===== config.mk =====
export PLATFORM = sky130hd
export DESIGN_NAME = bus_arbiter
export DESIGN_NICKNAME = d
export VERILOG_FILES = /design/src/rtl/bus_arbiter.sv
export SDC_FILE = /design/constraint.sdc
export NUM_CORES = 1
export LEC_CHECK = 0
export CORE_AREA = 2 2 227 229
export CTS_BUF_LIST = sky130_fd_sc_hd__clkbuf_8 sky130_fd_sc_hd__clkbuf_16
export DETAILED_ROUTE_END_ITERATION = 7
export DIE_AREA = 0 0 229 231
export MAX_ROUTING_LAYER = met4
export PLACE_DENSITY_LB_ADDON = 0.12
export SLEW_MARGIN = 0
export SYNTH_ARGS = -nofsm -noshare
export SYNTH_HDL_FRONTEND = slang
export SYNTH_SLANG_ARGS = --single-unit

===== constraint.sdc =====
create_clock -name clk -period 5.55 [get_ports clk]
set_input_delay 1.11 -clock clk [delete_from_list [all_inputs] [get_ports clk]]
set_output_delay 1.11 -clock clk [all_outputs]
set_load 0.01 [all_outputs]

===== src/rtl/bus_arbiter.sv =====
// bus_arbiter: two-master, single-slave round-robin arbiter for the 64-bit
// system bus. Sits in front of the address decoder (Rom/Ram/Stk/Art/Key).
//
// Ports
//   clk, reset           rising-edge clock, asynchronous active-low reset
//   mX_req/addr/wdata/   master X request; req is held until mX_ack
//     we/re
//   mX_gnt               master X owns the bus (state == OWNx)
//   mX_ack               one-cycle completion pulse
//   mX_rdata             read data captured at completion, held otherwise
//   bus_*                slave side; driven only by the current owner, else 0
//   bus_ready            slave completes the current access this cycle
//   bus_err              one-cycle pulse on watchdog abort
//
// Optional feature: define BUS_TIMEOUT_EN to enable the ownership watchdog
// (TIMEOUT_CYCLES owned cycles without bus_ready -> ack + bus_err, rdata all
// ones). Without it the owner waits indefinitely and bus_err is 0.
module bus_arbiter #(
  parameter int AW             = 64,
  parameter int DW             = 64,
  parameter int TIMEOUT_CYCLES = 16
) (
  input  logic          clk,
  input  logic          reset,
  input  logic          m0_req,
  input  logic [AW-1:0] m0_addr,
  input  logic [DW-1:0] m0_wdata,
  input  logic          m0_we,
  input  logic          m0_re,
  output logic          m0_gnt,
  output logic          m0_ack,
  output logic [DW-1:0] m0_rdata,
  input  logic          m1_req,
  input  logic [AW-1:0] m1_addr,
  input  logic [DW-1:0] m1_wdata,
  input  logic          m1_we,
  input  logic          m1_re,
  output logic          m1_gnt,
  output logic          m1_ack,
  output logic [DW-1:0] m1_rdata,
  output logic [AW-1:0] bus_address,
  output logic [DW-1:0] bus_write_data,
  output logic          bus_write_enable,
  output logic          bus_read_enable,
  input  logic [DW-1:0] bus_read_data,
  input  logic          bus_ready,
  output logic          bus_err
);

  typedef struct packed {
    logic          req;
    logic [AW-1:0] addr;
    logic [DW-1:0] wdata;
    logic          we;
    logic          re;
  } mreq_t;

  typedef enum logic [1:0] {IDLE = 2'd0, OWN0 = 2'd1, OWN1 = 2'd2} state_t;

  state_t           state, state_nxt;
  logic             last, last_nxt;   // master that completed most recently
  mreq_t [1:0]      mst;
  mreq_t            cur;              // request of the current owner
  logic             owned, own;
  logic             done, abort, tmo, rd;
  logic [1:0]       ack_q;
  logic [1:0][DW-1:0] rdata_q;
  logic             err_q;

  assign mst[0] = {m0_req, m0_addr, m0_wdata, m0_we, m0_re};
  assign mst[1] = {m1_req, m1_addr, m1_wdata, m1_we, m1_re};

  assign owned = (state == OWN0) || (state == OWN1);
  assign own   = (state == OWN1);
  assign cur   = mst[own];

  // Write wins when both enables are set.
  assign rd    = cur.re & ~cur.we;
  // Dropping req takes precedence: a released master never gets an ack.
  assign abort = owned && !cur.req;
  assign done  = owned && cur.req && bus_ready && (cur.we || cur.re);

`ifdef BUS_TIMEOUT_EN
  localparam int CW = (TIMEOUT_CYCLES > 1) ? $clog2(TIMEOUT_CYCLES) : 1;
  logic [CW-1:0] tcnt;

  // Held at zero outside ownership, so it is clear on every entry to OWNx.
  always_ff @(posedge clk or negedge reset) begin
    if (!reset)          tcnt <= '0;
    else if (!owned)     tcnt <= '0;
    else if (!bus_ready) tcnt <= tcnt + 1'b1;
  end

  assign tmo = owned && cur.req && !bus_ready && (tcnt == CW'(TIMEOUT_CYCLES - 1));
`else
  logic unused_cfg;
  assign unused_cfg = (TIMEOUT_CYCLES != 0);
  assign tmo        = 1'b0;
`endif

  always_comb begin
    state_nxt = state;
    last_nxt  = last;
    case (state)
      IDLE: begin
        // On a tie the master that did not finish last wins.
        if (mst[0].req && (!mst[1].req || last)) state_nxt = OWN0;
        else if (mst[1].req)                      state_nxt = OWN1;
      end
      OWN0, OWN1: begin
        if (abort) begin
          state_nxt = IDLE;
        end else if (done || tmo) begin
          state_nxt = IDLE;
          last_nxt  = own;
        end
      end
      default: state_nxt = IDLE;
    endcase
  end

  always_ff @(posedge clk or negedge reset) begin
    if (!reset) begin
      state   <= IDLE;
      last    <= 1'b1;
      ack_q   <= '0;
      rdata_q <= '0;
      err_q   <= 1'b0;
    end else begin
      state <= state_nxt;
      last  <= last_nxt;
      ack_q <= '0;
      err_q <= 1'b0;
      if (done || tmo)  ack_q[own]   <= 1'b1;
      if (done && rd)   rdata_q[own] <= bus_read_data;
      if (tmo) begin
        rdata_q[own] <= '1;
        err_q        <= 1'b1;
      end
    end
  end

  // Slave side is a pure function of the owner, so a reset drops the
  // enables in the same instant.
  always_comb begin
    bus_address      = '0;
    bus_write_data   = '0;
    bus_write_enable = 1'b0;
    bus_read_enable  = 1'b0;
    if (owned) begin
      bus_address      = cur.addr;
      bus_write_data   = cur.wdata;
      bus_write_enable = cur.we;
      bus_read_enable  = rd;
    end
  end

  assign m0_gnt   = (state == OWN0);
  assign m1_gnt   = (state == OWN1);
  assign m0_ack   = ack_q[0];
  assign m1_ack   = ack_q[1];
  assign m0_rdata = rdata_q[0];
  assign m1_rdata = rdata_q[1];
  assign bus_err  = err_q;

endmodule


==> results.md, run 1 <==
- Ratio of cells with drive above 1 in the final layout: 0.150
- P_leak: 5.92 nW
- Crit-path max FO: 56
- Die area: 52900 um^2
- Worst r2r src: state[1]
- Setup TNS: 0 ns
- Synth Register Bits: 133
- Clock latency on the worst-skew pair: 0.43 ns
- Syn avg cell area: 12.5 um^2
- Dpl cells: 1831
- Main combinational cell family by area after synthesis: multiplexers
- Total grt overflow: 0
- Clock Path Buffers: 2
- Synthesis-to-finish area growth: 97.5%
- CTS hold repair buffers: 0
- Worst hold path type: flop to flop
- CTS Buf Count: 17
- CTS tree: done
- Commonest non-fill, non-tap cell in the layout: clkdlybuf4s50_1
- CP required: 4.44 ns
- RSZ-0062 raised after global routing: false
- Compound-gate portion of the synthesized area: 0.0101
- Antenna violations before repair: 21
- Crit. End Element: output port
- PortBufs: 590
- Max IR drop VDD: 0.338 mV
- CP Depth: 6
- Final Max Slew Viols: 0
- DR pass1 iterations: 4
- Post-Syn Instances: 594
- Final Cycle Share: 0.746
- Adder-cell share of the synthesized area: 0.00673
- Syn Nets: 927
- Total power per unit cell area: 526 nW/um^2
- Post-synth top area cell: dfrtp_1
- Vias in the first global route: 7275
- Pin count of the biggest net entering global routing: 94
- Tot Pwr: 0.00773 W
- Share of the yosys chip area belonging to registers: 0.448
- # Max-Cap Violations: 0
- Synth Area in XOR/XNOR: 0
- WL final: 40200 um
- Clk slew on worst S/H paths: 0.06 ns
- Vias after detailed routing: 6767
- Reg2reg setup slack: 2.53 ns
- Status: complete, no violations
- Htree depth: 4
- Die Span Y: 231 um
- Synth top area share: 0.444
- Clock Skews: 0.00906 ns
- Mux contribution to synthesized area: 0.374
- Start point of the critical path: state[0]
- Final setup fails: 0
- Drc violations: 0
- Ports: 592
- Top post-synthesis cells by area: dfrtp_1, mux2_2, mux2i_1
- DRT antenna net count: 0
- Fin Hold WS: 0.485 ns
- Worst path top cell family by delay: buffers and inverters
- Max transition margin: 0.374
- Worst-Margin Slew: 0.939 ns
- Via/cell ratio: 3.61
- Crit path time final: 4.14 ns
- Worst setup SP type: flop
- Placed inst area: 14100 um^2
- Filler cells: 5396
- CP max stage delay: 0.63 ns
- Highest clock rate: 241 MHz
- Reg-to-Reg End: m0_rdata[40]
- Setup bufs post-CTS: 0
- Final hold violations: 0
- Worst Path Buf+Inv: 3
- GRT Total Usage: 0.151
- CP endpoint: bus_write_data[24]
- Post-synthesis cell type count: 30
- Commonest cells after routing, fill and taps aside: clkdlybuf4s50_1, dfrtp_1, mux2i_1, nor2b_1, mux2_2
- Cell Area, Synth: 7440 um^2
- First-pass GRT wire length: 54700 um
- CP Class: flop to output port
- CTS Sinks: 133
- DR WL/cell: 21.4 um
- Placer Congestion: 0.814
- Worst path slowest cell: ha_4
- Design area: 14700 um^2
- Row count: 83
- Cts repair resizes: 0
- Post-synthesis simple-gate area fraction: 0.124
- DIE WIDTH: 229 um
- CTS root buf: clkbuf_16
- Non-filler cells, final: 1877
- Detail Placement HPWL: 32900 um
- Synth warn: 0
- Core area: 50700 um^2
- Cells along the critical path: inv_1 > ha_4 > buf_12 > mux2i_1 > nor2b_1 > clkdlybuf4s50_1
- Nets@finish: 1503
- Starting Density: 0.147
- Worst R2R Path Depth: 6
- Initial DRC count: 190
- Worst EP arrival: 3.03 ns
per-layer routing:
layer  wire length, um  up-vias  part of all wire  global-route usage
li1                  -     3229                 -                   -
met5                 0        -                 0                   -
met2             20600      327              0.51               0.257
met1             15300     3172              0.38               0.157
met4               731        0             0.018              0.0465
met3              3620       39             0.090              0.0648
synth_stat cells:
master,count
inv_1,2
conb_1,1
nand3b_1,1
a21boi_0,1
dfstp_2,1
mux2_4,10
nor2_1,5
o211ai_1,1
nor2b_1,129
a21oi_1,3
mux2_2,118
buf_4,1
nor3_1,1
nand2_1,2
o22a_1,1
buf_2,15
nand3_4,1
buf_6,12
mux2i_1,129
a21bo_2,1
o2111ai_1,1
dfrtp_1,132
o21a_1,1
a41o_1,1
clkbuf_1,14
ha_1,4
nor2_8,2
nand2b_1,2
and2_1,1
mux2_1,1
worst min path at each step:
| stage | start | to | slack, ns | depth (start not counted) |
|---|---|---|---|---|
| after floorplan | m0_rdata[63] | m0_rdata[63] | 0.53 | 1 |
| after detailed placement | m0_rdata[63] | m0_rdata[63] | 0.48 | 1 |
| after global placement | m0_rdata[63] | m0_rdata[63] | 0.47 | 1 |
| after CTS | m0_rdata[63] | m0_rdata[63] | 0.49 | 1 |
| final | m0_rdata[63] | m0_rdata[63] | 0.48 | 1 |
| after global routing | m0_rdata[63] | m0_rdata[63] | 0.50 | 1 |
power by group:
part / switching, W / internal [W] / leakage, nW
Sequential: 0.000196 / 0.00137 / 1.72
Clock: 0.000470 / 0.000690 / 0.287
Combinational: 0.00213 / 0.00287 / 3.91
Total: 0.00280 / 0.00493 / 5.92
area by class of cell:
class / instances / area (um^2) / area share
Sequential cell: 133 / 3330 / 0.227
Clock inverter: 13 / 145 / 0.00988
Clock buffer: 19 / 453 / 0.0308
Antenna cell: 14 / 35.0 / 0.00238
Timing Repair Buffer: 599 / 6010 / 0.409
Inverter: 2 / 7.51 / 0.000511
Multi-Input combinational cell: 417 / 3860 / 0.263
Tap cell: 680 / 851 / 0.0579
state kept, by name, summed over array words and instances, names as in the netlist:
signal	flops
last	1
state	2
ack_q	2
m0_rdata	64
m1_rdata	64
logic make-up (layout without fill, tap and decap cells):
family                     after synthesis  in the layout
AOI/OAI and AO/OA                       10             10
adders and majority gates                4              4
buffers and inverters                   44            633
DFF                                    133            133
muxes                                  258            258
other                                    1             15
and+or+nand+nor                        144            144
through the flow:
stage          utilization  setup WS, ns
2_1_floorplan            -          2.73
3_3_place_gp         0.277          1.67
3_5_place_dp         0.277          1.66
4_1_cts              0.289          1.32
5_1_grt              0.290          1.19
6_report             0.290          1.41
(Power assumes the default switching activity.)
==> run 2, diff against run 1 <==
==> constraint.sdc (replaced) <==
create_clock -name clk -period 4.1 [get_ports clk]
set_input_delay 0.82 -clock clk [delete_from_list [all_inputs] [get_ports clk]]
set_output_delay 0.82 -clock clk [all_outputs]
set_load 0.01 [all_outputs]
==> results.md, run 2 (same netlist as run 1, synthesis figures left out) <==
- Final hold violations: 0
- Worst Path Buf+Inv: 2
- Vias in the first global route: 7406
- Final Max Slew Viols: 0
- Max transition margin: 0.390
- Max IR drop VDD: 0.324 mV
- CP Class: flop to output port
- Final Util: 0.292
- Placer Congestion: 0.824
- Pin count of the biggest net entering global routing: 94
- Core area: 50700 um^2
- P_leak: 5.97 nW
- DR pass1 iterations: 4
- Detail Placement HPWL: 33300 um
- Ratio of cells with drive above 1 in the final layout: 0.154
- Initial DRC count: 222
- Internal power: 0.00670 W
- WL final: 40400 um
- Synthesis-to-finish area growth: 98.7%
- CTS tree: done
- CP max stage delay: 0.67 ns
- Crit. End Element: output port
- Clock Skews: 0.0153 ns
- Row count: 83
- CP required: 3.28 ns
- Total grt overflow: 0
- Filler cells: 5410
- Vias after detailed routing: 6832
- Switching Share: 0.361
- CTS Sinks: 133
- Final Cycle Share: 0.871
- Clock share of power: 0.144
- Cells along the critical path: inv_1 > ha_4 > nand3b_1 > a21boi_0 > clkdlybuf4s50_1
- Psw: 0.00379 W
- Htree depth: 4
- CTS Buf Count: 17
- Setup bufs post-CTS: 0
- Clock Path Buffers: 2
- Clk slew on worst S/H paths: 0.06 ns
- Highest clock rate: 280 MHz
- Worst hold path type: flop to flop
- Crit-path max FO: 27
- Flop pwr share: 0.203
- Worst path slowest cell: clkdlybuf4s50_1
- PortBufs: 590
- Combinational power share: 0.653
- Nets@finish: 1511
- Crit path time final: 3.57 ns
- Die Span Y: 231 um
- DR WL/cell: 21.4 um
- Antenna violations before repair: 17
- Worst setup SP type: flop
- DIE WIDTH: 229 um
- Worst EP arrival: 2.75 ns
- Commonest non-fill, non-tap cell in the layout: clkdlybuf4s50_1
- Cts repair resizes: 0
- Drc violations: 0
- Worst path top cell family by delay: buffers and inverters
- GRT Total Usage: 0.153
- Die area: 52900 um^2
- RSZ-0062 raised after global routing: false
- DRT antenna net count: 0
- Clock latency on the worst-skew pair: 0.44 ns
- Commonest cells after routing, fill and taps aside: clkdlybuf4s50_1, dfrtp_1, mux2i_1, nor2b_1, mux2_2
- Status: complete, no violations
- Ports: 592
- Worst-Margin Slew: 0.915 ns
- Via/cell ratio: 3.62
- Total power per unit cell area: 710 nW/um^2
- Final setup fails: 0
- Starting Density: 0.147
- CTS hold repair buffers: 0
- # Max-Cap Violations: 0
- CTS root buf: clkbuf_16
- Setup TNS: 0 ns
- First-pass GRT wire length: 55800 um
## run 2: cell types whose count changed in the layout (fill, tap and decap cells not counted), sizes merged
| cell | before | now |
|---|---|---|
| clkinv | 4 | 3 |
| bufinv | 2 | 1 |
| buf | 10 | 18 |
| clkbuf | 19 | 21 |
| clkinvlp | 3 | 4 |
| inv | 6 | 5 |
## run 2: per-layer routing
layer / global-route usage / vias up / wire length (um)
met5: - / - / 0
met4: 0.0522 / 0 / 663
met3: 0.0672 / 29 / 3670
met2: 0.256 / 314 / 20600
met1: 0.160 / 3248 / 15500
li1: - / 3241 / -
## run 2: layout make-up
cell class              count  area, um^2  area share
diodes                     14        35.0     0.00237
clock buffers              21         480      0.0325
clock inverters            11         100     0.00677
inverters                   2        7.51    0.000508
multi-input cells         417        3860       0.261
flip-flops and latches    133        3330       0.225
well taps                 680         851      0.0576
repair buffers            607        6120       0.414
## run 2: through the flow
stage,instance area [um^2],hold WS (ns),power (W),setup slack [ns],instances
4_1_cts,14700,0.492,0.0107,0.423,1871
6_report,14800,0.486,0.0105,0.528,1885
2_1_floorplan,7440,0.524,0.00518,1.66,594
3_5_place_dp,14200,0.477,0.00908,0.764,1839
3_3_place_gp,14200,0.470,0.00914,0.791,1839
5_1_grt,14800,0.514,0.0111,0.326,1884
## run 2: power by group through the flow
stage	registers, W	clock network [W]	logic [W]
after floorplan	0.00239	0	0.00279
after global placement	0.00214	0	0.00700
after detailed placement	0.00215	0	0.00693
after CTS	0.00213	0.00159	0.00698
after global routing	0.00220	0.00164	0.00731
final	0.00212	0.00151	0.00685
## run 2: final timing paths
check	startpoint	endpoint	slack (ns)	cells after the start
worst min register to register	m0_rdata[63]	m0_rdata[63]	0.49	1
worst max-delay path	state[0]	bus_read_enable	0.53	5
worst min-delay path	m0_rdata[63]	m0_rdata[63]	0.49	1
worst max register to register	state[1]	m1_rdata[53]	1.05	7
min in group asynchronous	reset	m0_rdata[0]	0.50	1
max in group asynchronous	reset	last	2.77	2
